===== src/rtl/x_serializer.sv =====
// Parallel-in/serial-out stage feeding the sequence FSM's x input, MSB first,
// with a load/ready handshake for gapless streaming. Optional macro: SER_PARITY_EN.
module x_serializer #(
    parameter int WIDTH = 8
) (
    input  logic             clk,
    input  logic             reset,
    input  logic             load,
    input  logic [WIDTH-1:0] din,
    output logic             ready,
    output logic             x,
    output logic             busy,
    output logic             done
);

`ifdef SER_PARITY_EN
    localparam int FRAME = WIDTH + 1;
`else
    localparam int FRAME = WIDTH;
`endif
    localparam int CW = $clog2(FRAME + 1);

    typedef enum logic {
        IDLE  = 1'b0,
        SHIFT = 1'b1
    } state_t;

    state_t           state, state_n;
    logic [WIDTH-1:0] shreg, shreg_n, fill;
    logic [CW-1:0]    cnt, cnt_n;
    logic             x_n, busy_n, done_n;
    logic             last;

    // Bits still to send after the MSB goes straight to x; the parity bit
    // rides in the vacated LSB so it simply shifts out after din[0].
`ifdef SER_PARITY_EN
    assign fill = {din[WIDTH-2:0], ^din};
`else
    assign fill = {din[WIDTH-2:0], 1'b0};
`endif

    assign last  = (state == SHIFT) && (cnt == CW'(FRAME));
    assign ready = (state == IDLE) || last;

    always_comb begin
        state_n = state;
        shreg_n = shreg;
        cnt_n   = cnt;
        x_n     = x;
        busy_n  = busy;
        done_n  = 1'b0;
        case (state)
            IDLE: begin
                x_n = 1'b0;
                if (load) begin
                    state_n = SHIFT;
                    shreg_n = fill;
                    cnt_n   = CW'(1);
                    x_n     = din[WIDTH-1];
                    busy_n  = 1'b1;
                end
            end
            SHIFT: begin
                if (last) begin
                    done_n = 1'b1;
                    if (load) begin
                        shreg_n = fill;
                        cnt_n   = CW'(1);
                        x_n     = din[WIDTH-1];
                    end else begin
                        state_n = IDLE;
                        shreg_n = '0;
                        cnt_n   = '0;
                        x_n     = 1'b0;
                        busy_n  = 1'b0;
                    end
                end else begin
                    x_n     = shreg[WIDTH-1];
                    shreg_n = {shreg[WIDTH-2:0], 1'b0};
                    cnt_n   = cnt + CW'(1);
                end
            end
            default: begin
                state_n = IDLE;
                x_n     = 1'b0;
                busy_n  = 1'b0;
            end
        endcase
    end

    always_ff @(posedge clk or negedge reset) begin
        if (!reset) begin
            state <= IDLE;
            shreg <= '0;
            cnt   <= '0;
            x     <= 1'b0;
            busy  <= 1'b0;
            done  <= 1'b0;
        end else begin
            state <= state_n;
            shreg <= shreg_n;
            cnt   <= cnt_n;
            x     <= x_n;
            busy  <= busy_n;
            done  <= done_n;
        end
    end

endmodule


===== config.mk =====
export PLATFORM = sky130hd
export DESIGN_NAME = x_serializer
export DESIGN_NICKNAME = d
export VERILOG_FILES = /design/src/rtl/x_serializer.sv
export SDC_FILE = /design/constraint.sdc
export NUM_CORES = 1
export LEC_CHECK = 0
export ABC_AREA = 1
export BUFFER_PORTS_ARGS = -buffer_cell sky130_fd_sc_hd__buf_2
export CAP_MARGIN = 5
export CORE_AREA = 2 2 46 48
export CTS_CLUSTER_SIZE = 24
export DETAILED_ROUTE_END_ITERATION = 6
export DIE_AREA = 0 0 48 50
export GPL_ROUTABILITY_DRIVEN = 0
export HOLD_SLACK_MARGIN = 0.02
export SYNTH_ARGS = -nofsm -noshare
export SYNTH_HDL_FRONTEND = slang
export SYNTH_SLANG_ARGS = --single-unit

===== constraint.sdc =====
create_clock -name clk -period 2.2 [get_ports clk]
set_clock_uncertainty 0.05 [all_clocks]
set_input_delay 0.44 -clock clk [delete_from_list [all_inputs] [get_ports clk]]
set_output_delay 0.44 -clock clk [all_outputs]
set_load 0.005 [all_outputs]

==> results by group <==
STA
  • Tmin final: around 1900 ps
  • Final-report hold violation count: 0
  • FMAX: 519.3 MHz
  • RSZ-0062 raised after global routing: false
  • Worst Max-Slew Pin Slew: 417.8 ps
  • Final setup violation count: 0
  • Fin crit share: 87.54%
  • Slew Limit Fails: 0
  • Rel. slew slack: 72.15%
  • Setup TNS: 0 ps
  • Worst slack on hold paths: 336.6 ps

Yosys
  • Avg Synthesized Cell Area: 8.884 µm²
  • Mapped Area: 799.5 µm²
  • Yosys cell types: 21
  • Syn Nets: a little over 100
  • Seq cells post-synth: 15
  • Sequential fraction of the synthesis area: 46.95%
  • Synthesis warning total: 0
  • Cells after Synth: 90

Floorplan
  • Starting Density: 42.04%
  • Core ar.: roughly 1900 µm²
  • Die X: 48 µm
  • Die Y: about 50 µm
  • Num rows: 16
  • IO Count: 15
  • Die area: 2400 µm²

Power and ir drop
  • Static leakage: 0.5119 nW
  • Comb power frac: a little over 40%
  • Clock network fraction of total power: roughly 14%
  • P_sw: 0.4174 mW
  • Sw Ratio: between 30% and 40%
  • VDD IR max: 541.1 µV
  • Power Dens Cells: 1171 nW/µm²
  • Sequential share of power: between 40% and 50%
  • Internal power: around 0.65 mW

Clocking
  • CTS clk-pin slew, worst paths: about 90 ps
  • Root Driver: clkbuf_4
  • Clock sink total: 15
  • CTS buffer count: 3
  • CTS tree: yes
  • Postcts setup bufs: 0
  • # H-tree levels: 1
  • Longest Clk Path Bufs: 2
  • Worst-Skew Late Latency: 280 ps

Worst setup path
  • Crit-path max FO: 8
  • CP Data Required Time: 1710 ps
  • Setup crit end kind: primary output
  • Crit Path Category: reg2out
  • Crit path launch type: register
  • Worst EP arrival: 1440 ps

Cells and area
  • Area grow syn2layout: 14.40%
  • # fillers: around 210
  • Inserted Diodes: 0
  • Layout cell share with drive strength beyond 1: 31.78%
  • Fin nets: about 120
  • Fin cells: 134

Global route
  • First-pass GRT wire length: 2553 µm
  • Pin count of the biggest net entering global routing: 16
  • All-Layer GR Usage: 14.71%
  • Vias in the first global route: 607
  • Antenna violations before repair: 0
  • Total grt overflow: 0

Drt
  • Routed via count: roughly 600
  • Routed WL: 1382 µm
  • Vias/cell: 4.552
  • Number of iterations in the first detailed-routing pass: 4
  • DR WL/cell: 10.31 µm
  • DR DRC count: 0
  • Antenna Nets Post-Route: 0
  • DR iter-0 viols: 16

Placed design
  • Post-DP HPWL: 1055 µm
  • IO Port Bufs: 14
  • Placed insts: 129

Job
  • Max-cap violations: 0

Status
  • Status: finished clean

Min path
  • HP Class: in2reg
[final timing paths]
check / from / end / slack (ps) / cells after the start
setup / recovery: cnt[0] / ready / 270 / 5
hold / removal: din[7] / x / 340 / 3
setup reg to reg: cnt[0] / cnt[3] / 830 / 7
hold reg to reg: shreg[7] / x / 440 / 2
max in group asynchronous: reset / shreg[6] / 1310 / 2
min in group asynchronous: reset / cnt[2] / 550 / 2
[area by class of cell]
cell class	count	area, µm²	share of cell area, %
multi-input combinational	58	342.8	37.48
clock buffer	4	26.28	2.873
timing repair buffer	15	80.08	8.755
inverter	15	56.30	6.156
sequential	15	375.4	41.04
tap	27	33.78	3.694
[cells in the mapped netlist, drive strengths merged]
cell | number | area (µm²)
nor2 | 6 | 22.52
a21oi | 8 | 62.56
buf | 1 | 11.26
ha | 2 | 25.02
o22ai | 1 | 6.260
nand4 | 2 | 12.51
inv | 15 | 56.30
clkbuf | 1 | 13.76
a31o | 1 | 8.760
nand2 | 24 | 115.1
xnor2 | 1 | 8.760
o21ai | 3 | 18.76
nand3 | 10 | 62.56
dfrtp | 15 | 375.4
[what timing repair did]
action	in CTS	in global routing
gates resized for setup	0	0
hold buffers	1	0
hold endpoints to repair	15	0
[state kept, by name, indices dropped and copies added, names as in the netlist]
register,count
done,1
state,1
cnt,4
busy,1
shreg,7
x,1
[critical path, cell delays in order (launching register included)]
cell and delay (ps):
dfrtp_1 420, inv_1 120, ha_1 220, nand3_4 140, nand2_4 130, buf_2 130
[routing by layer]
| metal | global-route usage [%] | vias up | part of all wire [%] |
|---|---|---|---|
| met3 | 4.396 | 0 | 3.8 |
| li1 | - | 322 | - |
| met5 | 0 | - | 0 |
| met1 | 21.09 | 276 | 49 |
| met2 | 21.11 | 12 | 47 |
| met4 | 4.054 | 0 | 0 |
[stage by stage]
stage                     setup slack (ps)  cell area, µm²  util, %  power, mW
after floorplan                      770.7           799.5        -     0.8315
after global placement               596.0           878.3    46.18     0.9216
after detailed placement             577.2           878.3    46.18     0.9316
after CTS                            256.3           914.6    48.09      1.092
after global routing                 149.8           914.6    48.09      1.191
final                                274.2           914.6    48.09      1.071
[kinds of logic after synthesis]
kind of cell             after synthesis  synth area share (%)
AO/OA/AOI/OAI                         13                 12.05
buffers and inverters                 17                 10.17
AND/OR/NAND/NOR                       42                 26.60
flip-flops                            15                 46.95
adder cells (fa/ha/maj)                2                 3.129
XOR/XNOR                               1                 1.096
[power by group through the flow]
stage	Clock (mW)	Combinational, mW	Sequential (mW)
final	0.155	0.440	0.477
after global routing	0.180	0.515	0.496
after floorplan	0	0.370	0.462
after CTS	0.163	0.450	0.479
after detailed placement	0	0.447	0.485
after global placement	0	0.440	0.482
[cell usage in the layout (no fill, tap or decap), drive strengths merged]
master | netlist | layout
nand2 | 24 | 24
dfrtp | 15 | 15
inv | 15 | 15
buf | 1 | 14
nand3 | 10 | 10
a21oi | 8 | 8
nor2 | 6 | 6
clkbuf | 1 | 4
o21ai | 3 | 3
nand4 | 2 | 2
ha | 2 | 2
xnor2 | 1 | 1
o22ai | 1 | 1
a31o | 1 | 1
dlygate4sd3 | 0 | 1
(Power assumes the default switching activity.)
